==> config.mk <==
export PLATFORM = sky130hd
export DESIGN_NAME = fp_class_unit
export DESIGN_NICKNAME = d
export VERILOG_FILES = /design/src/rtl/fp_class_unit.sv
export SDC_FILE = /design/constraint.sdc
export NUM_CORES = 1
export LEC_CHECK = 0
export CORE_UTILIZATION = 45
export CTS_CLUSTER_DIAMETER = 30
export DETAILED_ROUTE_END_ITERATION = 7
export DONT_BUFFER_PORTS = 1
export MAX_ROUTING_LAYER = met4
export SYNTH_ARGS = -nofsm -noshare
export SYNTH_HDL_FRONTEND = slang
export SYNTH_SLANG_ARGS = --single-unit
export TNS_END_PERCENT = 1
==> constraint.sdc <==
create_clock -name clk -period 5.8 [get_ports clk]
set_input_delay 1.16 -clock clk [delete_from_list [all_inputs] [get_ports clk]]
set_output_delay 1.16 -clock clk [all_outputs]
set_load 0.03 [all_outputs]
==> src/rtl/fp_class_unit.sv <==
// Streaming IEEE-754 classifier: one-hot RISC-V fclass vector through a one-entry
// valid/ready output register, with saturating per-class and total counters.
module fp_class_unit #(
    parameter int unsigned EXP_W = 8,
    parameter int unsigned MAN_W = 23,
    parameter int unsigned CNT_W = 16
) (
    input  logic                   clk,
    input  logic                   reset,
    input  logic                   in_valid,
    input  logic [EXP_W+MAN_W:0]   in_num,
    output logic                   in_ready,
    output logic                   out_valid,
    output logic [9:0]             out_type,
    input  logic                   out_ready,
    input  logic                   clr,
    input  logic [3:0]             cnt_sel,
    output logic [CNT_W-1:0]       cnt_data
);

    localparam int unsigned NUM_W   = 1 + EXP_W + MAN_W;
    localparam int unsigned NUM_CLS = 10;
    localparam logic [CNT_W-1:0] CNT_MAX = {CNT_W{1'b1}};

    logic               sgn;
    logic [EXP_W-1:0]   expo;
    logic [MAN_W-1:0]   man;
    logic [9:0]         cls;
    logic               accept;
    logic [CNT_W-1:0]   cnt [NUM_CLS];
    logic [CNT_W-1:0]   tot;

    assign sgn  = in_num[NUM_W-1];
    assign expo = in_num[NUM_W-2 -: EXP_W];
    assign man  = in_num[MAN_W-1:0];

    assign in_ready = !reset && (!out_valid || out_ready);
    assign accept   = in_valid && in_ready;

    // Decode fields into exactly one class bit; NaN quietness comes from the mantissa MSB.
    always_comb begin
        cls = '0;
        if (&expo) begin
            if (~|man)              cls[sgn ? 0 : 7] = 1'b1;
            else if (man[MAN_W-1])  cls[9] = 1'b1;
            else                    cls[8] = 1'b1;
        end else if (~|expo) begin
            if (~|man)              cls[sgn ? 3 : 4] = 1'b1;
            else                    cls[sgn ? 2 : 5] = 1'b1;
        end else begin
            cls[sgn ? 1 : 6] = 1'b1;
        end
    end

    always_ff @(posedge clk) begin
        if (reset) begin
            out_valid <= 1'b0;
            out_type  <= '0;
        end else if (accept) begin
            out_valid <= 1'b1;
            out_type  <= cls;
        end else if (out_valid && out_ready) begin
            out_valid <= 1'b0;
            out_type  <= '0;
        end
    end

    // clr wins over the old value but a coincident accept still counts afterwards.
    always_ff @(posedge clk) begin
        if (reset) begin
            for (int i = 0; i < NUM_CLS; i++) cnt[i] <= '0;
            tot <= '0;
        end else begin
            for (int i = 0; i < NUM_CLS; i++) begin
                if (clr)
                    cnt[i] <= CNT_W'(accept && cls[i]);
                else if (accept && cls[i] && (cnt[i] != CNT_MAX))
                    cnt[i] <= cnt[i] + CNT_W'(1);
            end
            if (clr)
                tot <= CNT_W'(accept);
            else if (accept && (tot != CNT_MAX))
                tot <= tot + CNT_W'(1);
        end
    end

    always_comb begin
        cnt_data = '0;
        for (int i = 0; i < NUM_CLS; i++) begin
            if (cnt_sel == 4'(i)) cnt_data = cnt[i];
        end
        if (cnt_sel == 4'd10) cnt_data = tot;
    end

endmodule

======== After elaboration in Yosys (flattened, before gate mapping) ========
Memory sizes are Yosys's and may differ from the RTL's.
Index checks and enable logic that the tools add are counted.
storage, ports and cells
  register bits ........................... 27
  bits in writable memories ............... 160
  input port bits ......................... 41
  output and inout bits ................... 28
  word-level logic and storage cells ...... 204
  memories kept ........................... 1
memories
  name  words  width  rd ports  clocked after Yosys merged registers in  wr ports  RTL line  text
  cnt   10     16     10        0                                        10        30        logic [CNT_W-1:0] cnt [NUM_CLS];
operators by class
  $add $sub $neg .......................... 11
  magnitude comparators ................... 8
  equality and inequality tests ........... 21
  multiplexer cells ....................... 101
  bitwise operators ....................... 20
  reduce and logical (&&, ||, !) cells .... 38
operators by type and width
  kind                                                                                 count
  16-bit two-way mux                                                                   31
  16-bit by 1-bit adder with 16-bit output, second input constant                      11
  16-bit != test, second input constant                                                11
  1-bit two-way mux                                                                    55
  10-bit two-way mux                                                                   5
  1-bit logical AND                                                                    28
  23-bit OR reduction                                                                  1
  3-bit by 5-bit < comparator with 1-bit output, second input constant                 4
  1-bit OR                                                                             20
  1-bit demux with 4-bit select                                                        4
  4-bit by 3-bit equality test with 1-bit output, second input constant                4
  4-bit equality test, second input constant                                           3
  3-bit by 1-bit greater-or-equal comparator with 1-bit output, second input constant  4
  3-bit two-way mux                                                                    4
  4-bit by 2-bit equality test with 1-bit output, second input constant                2
  8-bit two-way mux                                                                    1
  8-bit AND reduction                                                                  1
  8-bit OR reduction                                                                   1
  4-bit by 1-bit equality test with 1-bit output, second input constant                1
  4-bit logical NOT                                                                    1
  2-bit nonzero test                                                                   2
  1-bit logical NOT                                                                    2
  2-bit two-way mux                                                                    1
  2-bit OR reduction                                                                   1
  1-bit logical OR                                                                     1

======== Longest topological paths before layout ========
Gate-level depths: netlist (run 1).
  word-level depth ........................ 15
  depth in mapped cells ................... 8
  mapped depth without buffers ............ 5

======== Worst setup path before layout (run 1) ========
No wires, ideal clock.
  path kind ............................... input to output
  start ................................... input port cnt_sel[0]
  end ..................................... output port cnt_data[12]
  data arrival time ....................... 2.963 ns
  required time ........................... 4.640 ns
  setup slack ............................. 1.677 ns
  stages on the path ...................... 7
  path buffers ............................ 3
  cell sequence ........................... buf_4 > buf_4 > buf_2 > mux2i_1 > a221oi_1 > a21oi_1 > o32ai_1
on the way
  cells in the longest elaborated chain, start to end .. 12
  elaborated cells between the ends (all ways) .. 22
  classes of those cells .................. eq/ne: 10; mux: 11; reduce/logical: 1
RTL lines
  what                              RTL line  text
  start: declaration                17        input logic [3:0] cnt_sel,
  4-bit logical NOT                 90        if (cnt_sel == 4'(i)) cnt_data = cnt[i];
  16-bit two-way mux (10 in a row)  90
  16-bit two-way mux *              92        if (cnt_sel == 4'd10) cnt_data = tot;
  end: declaration                  18        output logic [CNT_W-1:0] cnt_data
Every way passes the cells marked *; elsewhere a longest branch is shown, timed or not.

======== Worst setup path in the final report (run 1) ========
  start ................................... input port cnt_sel[2]
  end ..................................... output port cnt_data[13]
The elaborated chain is that of the path after synthesis.

==> results_dict.tcl, run 1 <==
set metrics [dict create \
    grt_max_degree 65 \
    placed_area_sq_mm 0.0124 \
    portBuffers 0 \
    antenna_found_initial 0 \
    ys_types 67 \
    synthTopCellsByArea "edfxtp_1 40%, xnor2_1 5.1%, nor3_1 4.9%, dfxtp_1 4.5%, xor2_1 3.8%" \
    ios 69 \
    power_leakage_nw 3.85 \
    gp_congestion 1.04 \
    cts-hold-fix-buffers 0 \
    final_common_cell "edfxtp_1" \
    yosysTopAreaCell "edfxtp_1" \
    crit_path_max_fanout 25 \
    postRouteAntennaNets 0 \
    placed_cells 1523 \
    hold_ws_ps 507 \
    cts_num_sinks 187 \
    cp-end-kind "output pin" \
    cts_buffers 17 \
    fin_crit_sh_pct 71.2 \
    postCtsSetupRepairBufs 0 \
    ys_seq_area_share_pct 44.7 \
    diodes 0 \
    min_path_type "flop to flop" \
    max_freq_mhz 242 \
    first_iter_violations 1122 \
    h-tree-depth 4 \
    wl_per_cell_microns 22.9 \
    path_clk_slew_ps 70 \
    clockBufferDepth 2 \
    fin_nets 1259 \
    arrival_ps 2970 \
    finalSetupViolations 0 \
    drc_errors 0 \
    grt_first_pass_wirelength_microns 55800 \
    fin_setup_tns_ps 0 \
    clk_latency_ps 450 \
    fin_skew_ps 21.3 \
    dieWidth_microns 165 \
    cts_root_buffer "clkbuf_16" \
    criticalPathCategory "input pin to output pin" \
    synth_fp_nets 1281 \
    drive_gt1_share_pct 8.28 \
    status "complete, no violations" \
    fin_util_pct 49.7 \
    grt_pass1_vias 9206 \
    worst_pin_slew_ps 1190 \
    yosys_warnings 0 \
    timing.slew.headroom_pct 20.3 \
    fin_cells 1555 \
    via_per_inst 6.41 \
    start_kind "input pin" \
    synth_seq_cells 187 \
    area_growth_pct 8.29 \
    ir_worst_vdd_mv 0.150 \
    syn-cell-area_sq_mm 0.0120 \
    power_density_mw_per_mm2 236 \
    rsz0062_at_grt "no" \
    grtUsageTotal_pct 28.1 \
    synthFlopType "edfxtp_1" \
    most-common-layout-cells "160 x edfxtp_1, 118 x nor3_1, 80 x nor2_1" \
    synthCells 1229 \
    core_area_sq_mm 0.0261 \
    avgSynthCellArea_sq_um 9.74 \
    gr-total-overflow 0 \
    initial_core_util_pct 45.9 \
    die_height_microns 165 \
    wirelength_microns 35600 \
    yosys.area.top_type_share_pct 40.2 \
    dieArea_sq_mm 0.0272 \
    drt_pass1_iterations 5 \
    cts_resized 0 \
    rows 59 \
    hpwl_microns 26200 \
    synth-edff-count 160 \
    design_area_sq_mm 0.0130 \
    period_minus_slack_ps 4130 \
    cts_tree "done" \
    finalHoldViolCount 0 \
    vias 9972 \
    final-max-slew-violation-count 0 \
    async_flop_share_pct 0 \
    crit_required_ps 4640 \
    max_cap_viol_count 0 \
]
-- final cells by class --
type,instances,area (sq um)
clock buffers,24,536
repair buffers,33,248
flip-flops and latches,187,5350
well taps,335,419
clock inverters,8,65.1
inverters,37,139
fillers,2427,13100
multi-input cells,931,6210
-- path summary, 6_finish.rpt --
kind / start / end / slack, ps / cells past startpoint
max: cnt_sel[2] / cnt_data[13] / 1670 / 5
min: tot[15] / tot[15] / 510 / 2
max reg2reg: out_valid / cnt[0][31] / 2790 / 5
min reg2reg: tot[15] / tot[15] / 510 / 2
-- flip-flops by register name (all words and copies together), names as in the netlist --
signal     flops
cnt          160
tot           16
out_type      10
out_valid      1
-- worst max-delay path, stage by stage --
cell	delay (ps)
nand2b_1	420
a21oi_1	460
o211ai_1	150
a221oi_1	510
buf_4	260
-- per-layer routing --
metal | GRT usage, % | vias up | wire length (microns) | part of all wire, %
li1 | - | 4703 | - | -
met1 | 39.0 | 4817 | 16000 | 45
met2 | 41.7 | 393 | 16000 | 45
met3 | 3.92 | 59 | 2660 | 7.4
met4 | 9.88 | 0 | 1030 | 2.9
met5 | - | - | 0 | 0
-- synth_stat cells, drive strengths merged, types with 3 or more instances --
cell and count:
a2111oi 3, a211oi 23, a21oi 49, a221oi 11
a22oi 3, a31oi 3, and2 9, and3 15
and4 19, buf 24, clkbuf 50, dfxtp 27
edfxtp 160, ha 11, inv 36, mux2 3
mux2i 29, mux4 15, nand2 73, nand2b 6
nand3 71, nand3b 4, nand4 53, nand4b 3
nor2 81, nor2b 7, nor3 118, nor3b 6
nor4 55, o211ai 7, o21a 5, o21ai 33
o21bai 5, o31ai 20, o32ai 11, or3 26
or4 9, xnor2 69, xor2 52
-- through the flow --
stage | worst slack, ps | power, mW
2_1_floorplan | 1680 | 1.78
3_3_place_gp | 1720 | 1.86
3_5_place_dp | 1730 | 1.86
4_1_cts | 1720 | 3.07
5_1_grt | 1580 | 3.15
6_report | 1670 | 3.06
-- kinds of logic after synthesis --
kind of cell,Yosys count,share of synthesized area (%)
AND/OR/NAND/NOR,560,25.1
AO/OA/AOI/OAI,192,10.8
flip-flops,187,44.7
XOR/XNOR,121,8.86
buffers and inverters,111,3.85
multiplexers,47,5.53
adder cells (fa/ha/maj),11,1.15
-- power breakdown --
group          switching [mW]  total, mW  leakage (nW)  internal, mW
clock network           0.568       1.23         0.298         0.659
logic                   0.148      0.245          1.55        0.0973
registers              0.0826       1.59          2.00          1.51
total                   0.798       3.06          3.85          2.26
Power figures use the tool's default switching activity.
==> run 2: changes to the inputs <==
clock period = 4.3 ns   (was 5.8 ns; I/O delays follow)
==> run 2 against run 1 <==
Against the previous run: critical endpoint is now cnt_data[0]; setup slack worse by 830 ps; register-to-register slack worse by 1500 ps; hold slack worse by 34 ps; first-iteration DRC count up 16%; critical path depth unchanged; final cell count up 0.26%; total power up 33%; sequential share of layout area down 0.064 points; largest cell class unchanged; sequential power up 35%; non-clock buffer count up 3; largest power group unchanged; clock skew down 6.8 ps; critical path type unchanged; clock power up 30%.
==> results_dict.tcl, run 2 (same netlist as run 1, synthesis figures left out) <==
set metrics [dict create \
    via_per_inst 6.48 \
    vias 10100 \
    drive_gt1_share_pct 8.67 \
    cts-hold-fix-buffers 0 \
    drc_errors 0 \
    crit_required_ps 3440 \
    fin_skew_ps 14.5 \
    power_frac_comb_pct 8.2 \
    clockBufferDepth 2 \
    hold_path_depth 1 \
    reg2reg_to "cnt[4][15]" \
    fin_setup_tns_ps 0 \
    cpMaxStageDelayCell "clkinv_1" \
    grt_first_pass_wirelength_microns 55600 \
    initial_core_util_pct 45.9 \
    first_iter_violations 1299 \
    grt_pass1_vias 9136 \
    dieWidth_microns 165 \
    area_growth_pct 8.46 \
    h-tree-depth 4 \
    crit_family "compound AO/OA/AOI/OAI gates" \
    max_cap_viol_count 0 \
    grtUsageTotal_pct 28.1 \
    antenna_found_initial 1 \
    start_kind "input pin" \
    postRouteAntennaNets 0 \
    status "complete, no violations" \
    wl_per_cell_microns 23.2 \
    cts_num_sinks 187 \
    ir_worst_vdd_mv 0.313 \
    power_leakage_nw 3.86 \
    core_area_sq_mm 0.0261 \
    fin_crit_sh_pct 80.4 \
    largest_reg_flops 160 \
    drt_pass1_iterations 5 \
    period_minus_slack_ps 3460 \
    hpwl_microns 26500 \
    crit_path_max_fanout 27 \
    gp_congestion 1.02 \
    cts_resized 0 \
    cts_root_buffer "clkbuf_16" \
    timing.slew.headroom_pct 23.8 \
    sw_frac_of_total_pct 27.4 \
    postCtsSetupRepairBufs 0 \
    max_freq_mhz 289 \
    power_frac_seq_pct 52.6 \
    rsz0062_at_grt "no" \
    fillers 2429 \
    p_switching_mw 1.12 \
    die_height_microns 165 \
    fin_util_pct 49.8 \
    ios 69 \
    power_density_mw_per_mm2 315 \
    clk_latency_ps 450 \
    finalHoldViolCount 0 \
    cts_buffers 17 \
    final_common_cell "edfxtp_1" \
    cts_tree "done" \
    worst_pin_slew_ps 1130 \
    total_power_mw 4.08 \
    top_register "cnt" \
    cp-endpoint "cnt_data[0]" \
    r2r-start "cnt[4][0]" \
    crit_path_cell_trace "clkinv_1 > a221oi_1 > a21oi_1 > o32ai_1 > buf_4" \
    portBuffers 0 \
    p_int_mw 2.96 \
    clkPwrFrac_pct 39.2 \
    cp-end-kind "output pin" \
    finalSetupViolations 0 \
    rows 59 \
    r2r_cells 6 \
    max_stage_delay_ps 530 \
    fin_nets 1262 \
    reg2reg_slack_ps 1290 \
    final-max-slew-violation-count 0 \
    min_path_type "input pin to flop" \
    top_regs "cnt: 160 flops, tot: 16 flops, out_type: 10 flops" \
    wirelength_microns 36200 \
    cp_num_buf_inv 2 \
    most-common-layout-cells "160 x edfxtp_1, 118 x nor3_1, 80 x nor2_1" \
    gr-total-overflow 0 \
    criticalPathCategory "input pin to output pin" \
    grt_max_degree 65 \
    arrival_ps 2600 \
    dieArea_sq_mm 0.0272 \
    path_clk_slew_ps 80 \
    worstSetupStartpoint "cnt_sel[2]" \
    cp.depth 5 \
]
==> run 2: cell count changes in the layout (fill, tap and decap cells not counted), sizes merged <==
cell	previous run	this run
diode	0	1
clkbuf	24	18
buf	33	36
clkinvlp	0	1
clkinv	3	8
==> run 2: worst register-to-register path: cells and delay by family (launching register included) <==
kind                     cells  cell delay, ps
AND/OR/NAND/NOR              2             370
flip-flops                   1             480
adder cells (fa/ha/maj)      1             280
AO/OA/AOI/OAI                2            1280
buffers and inverters        1             320
==> run 2: stage by stage <==
step | worst slack [ps] | cells | instance area [sq um] | hold slack [ps]
after floorplan | 677 | 1229 | 12000 | 457
after global placement | 947 | 1526 | 12400 | 482
after detailed placement | 909 | 1526 | 12400 | 486
after CTS | 861 | 1558 | 13000 | 459
after global routing | 740 | 1559 | 13000 | 462
final | 843 | 1559 | 13000 | 472
==> run 2: power by group through the flow <==
stage / clock [mW] / sequential, mW / combinational (mW)
floorplan: 0 / 2.14 / 0.260
global placement: 0 / 2.18 / 0.329
detailed placement: 0 / 2.19 / 0.330
CTS: 1.63 / 2.14 / 0.331
global route: 1.70 / 2.16 / 0.355
finish: 1.60 / 2.15 / 0.333
==> run 2: final cells by class <==
class | instances | area, sq um | area share, %
clock buffer | 18 | 439 | 3.38
antenna | 1 | 2.50 | 0.0193
timing repair buffer | 36 | 270 | 2.08
tap | 335 | 419 | 3.23
sequential | 187 | 5350 | 41.2
multi-input combinational | 931 | 6210 | 47.8
clock inverter | 14 | 156 | 1.21
inverter | 37 | 139 | 1.07
==> run 2: worst min-delay path by stage <==
stage,startpoint,to,slack [ps]
after CTS,reset,out_type[1],460
after global placement,tot[15],tot[15],480
after floorplan,tot[15],tot[15],460
final,reset,out_type[1],470
after global routing,reset,out_type[1],460
after detailed placement,tot[15],tot[15],490
==> run 2: routing by layer <==
layer  track usage [%]  vias to the layer above  routed length (microns)
li1                  -                     4702                        -
met1              40.3                     4946                    16600
met2              40.3                      406                    16000
met3              3.95                       48                     2540
met4              9.88                        0                     1040
met5                 -                        -                        0
==> run 3: changes to the inputs <==
ABC_AREA = 1   (was not set)
clock period = 3.5 ns   (was 4.3 ns; I/O delays follow)
==> run 3 against run 2 <==
Against the previous run: die area is 3.4% lower; count of clock-buffer cells in the layout rose by 6; first-iteration DRC count is 31% lower; via count is 4.0% lower.
==> results_dict.tcl, run 3 <==
set metrics [dict create \
    drive_gt1_share_pct 9.12 \
    drc_errors 0 \
    rsz0062_at_grt "no" \
    clockBufferDepth 2 \
    finalSetupViolations 0 \
    syn-cell-area_sq_mm 0.0116 \
    cts_num_sinks 187 \
    rows 58 \
    design_area_sq_mm 0.0126 \
    placed_area_sq_mm 0.0120 \
    synth_top_family_by_area "simple AND/OR/NAND/NOR gates" \
    synthTopCellsByArea "edfxtp_1 42%, nand2_1 11%, nor2_1 8.6%, inv_1 5.6%, dfxtp_1 4.7%" \
    final-max-slew-violation-count 0 \
    ir_worst_vdd_mv 0.286 \
    cts_root_buffer "clkbuf_16" \
    fin_skew_ps 8.79 \
    cp-end-kind "output pin" \
    path_clk_slew_ps 70 \
    criticalPathCategory "input pin to output pin" \
    cts_buffers 17 \
    yosys.area.top_type_share_pct 41.6 \
    synthSimpleGateAreaFrac_pct 34.7 \
    crit_path_max_fanout 16 \
    dieWidth_microns 162 \
    ios 69 \
    vias 9693 \
    ys_types 43 \
    dieArea_sq_mm 0.0263 \
    cts-hold-fix-buffers 0 \
    area_growth_pct 9.26 \
    status "complete, no violations" \
    most-common-layout-cells "344 x nand2_1, 265 x nor2_1, 171 x inv_1" \
    synth_mux_area_share_pct 0 \
    grt_first_pass_wirelength_microns 50100 \
    fin_ws_ps 285 \
    largest_reg_flops 160 \
    cts_resized 0 \
    ys_seq_area_share_pct 46.3 \
    max_freq_mhz 311 \
    period_minus_slack_ps 3220 \
    initial_core_util_pct 45.9 \
    via_per_inst 5.32 \
    worst_pin_slew_ps 936 \
    grt_pass1_vias 9004 \
    core_area_sq_mm 0.0252 \
    diodes 0 \
    yosysMostFrequentCell "nand2_1" \
    final_common_cell "nand2_1" \
    synthXorXnorAreaFrac_pct 5.99 \
    clk_latency_ps 430 \
    avgSynthCellArea_sq_um 7.90 \
    fin_setup_tns_ps 0 \
    min_path_type "input pin to flop" \
    hpwl_microns 25000 \
    synth-edff-count 160 \
    drt_pass1_iterations 6 \
    fin_crit_sh_pct 91.9 \
    synth_fp_nets 1514 \
    async_flop_share_pct 0 \
    gr-total-overflow 0 \
    synth_seq_cells 187 \
    h-tree-depth 4 \
    place_worst_setup_slack_ps 327 \
    die_height_microns 162 \
    finalHoldViolCount 0 \
    synth-compound-area-share_pct 4.63 \
    wl_per_cell_microns 17.5 \
    top_regs "cnt: 160 flops, tot: 16 flops, out_type: 10 flops" \
    portBuffers 0 \
    start_kind "input pin" \
    grt_max_degree 18 \
    gp_congestion 0.960 \
    yosys_warnings 0 \
    crit_required_ps 2800 \
    power_density_mw_per_mm2 393 \
    power_leakage_nw 4.50 \
    synthTopCellsByCount "344 x nand2_1, 265 x nor2_1, 171 x inv_1" \
    postRouteAntennaNets 0 \
    antenna_found_initial 0 \
    synthCells 1462 \
    top_register "cnt" \
    synthAdderAreaFrac_pct 1.19 \
    arrival_ps 2520 \
    synthFlopType "edfxtp_1" \
    fin_nets 1530 \
    postCtsSetupRepairBufs 0 \
    yosysTopAreaCell "edfxtp_1" \
    timing.slew.headroom_pct 37.4 \
    first_iter_violations 894 \
    wirelength_microns 31900 \
    max_cap_viol_count 0 \
    grtUsageTotal_pct 25.7 \
    cts_tree "done" \
]
-- run 3: cell types whose count changed after synthesis, moves of 22 or more --
cell,previous run,this run
nor2_1,81,265
a211oi_1,23,1
clkbuf_1,50,8
mux2i_1,29,0
nand2_1,72,344
inv_1,36,171
xnor2_1,69,23
nor4_1,53,1
nor3_1,118,60
or3_1,26,0
nor2_2,0,27
-- run 3: worst paths after layout --
kind                   to  slack, ps  depth (start not counted)  startpoint
max          cnt_data[10]        280                          9  cnt_sel[1]
min           out_type[4]        330                          1       reset
max reg2reg     cnt[1][3]        860                         10   cnt[1][1]
min reg2reg       tot[15]        530                          2     tot[15]
-- run 3: where the power goes --
group | leakage (nW) | switching, mW | internal (mW) | total, mW
combinational | 2.20 | 0.238 | 0.0985 | 0.336
clock | 0.300 | 0.896 | 1.11 | 2.01
sequential | 2.00 | 0.114 | 2.50 | 2.61
-- run 3: metal layers --
layer | GRT usage (%) | vias to the layer above | part of all wire (%)
met3 | 4.16 | 42 | 5.8
met5 | - | - | 0
met2 | 41.6 | 281 | 48
li1 | - | 4819 | -
met1 | 33.2 | 4551 | 44
met4 | 7.29 | 0 | 2.3
-- run 3: area by class of cell --
type	instances	area [sq um]
inverter	177	666
fill	2419	12600
sequential	187	5350
clock buffer	24	547
tap	330	413
clock inverter	8	67.6
timing repair buffer	24	218
multi-input combinational	1071	5370
-- run 3: worst max-delay path: stages --
cell	delay (ps)
nor2_1	190
inv_1	70
nor2_1	710
nand2_1	140
nand3_1	150
nor3_1	60
nand3_1	110
nand2_1	100
nand4_1	280
-- run 3: metrics by stage --
stage                     hold WS, ps  power, mW  utilization (%)  instances
after global routing              310       5.13             50.1       1821
after global placement            502       2.99             47.7       1789
final                             329       4.96             50.1       1821
after CTS                         314       4.99             50.1       1821
after floorplan                   456       2.85                -       1462
after detailed placement          512       2.99             47.7       1789
-- run 3: logic make-up (layout without fill, tap and decap cells) --
family | count (synthesis) | after routing
buffers and inverters | 204 | 233
DFF | 187 | 187
adders and majority gates | 11 | 11
xor gates and xnor gates | 79 | 79
and+or+nand+nor | 887 | 887
AOI/OAI and AO/OA | 94 | 94
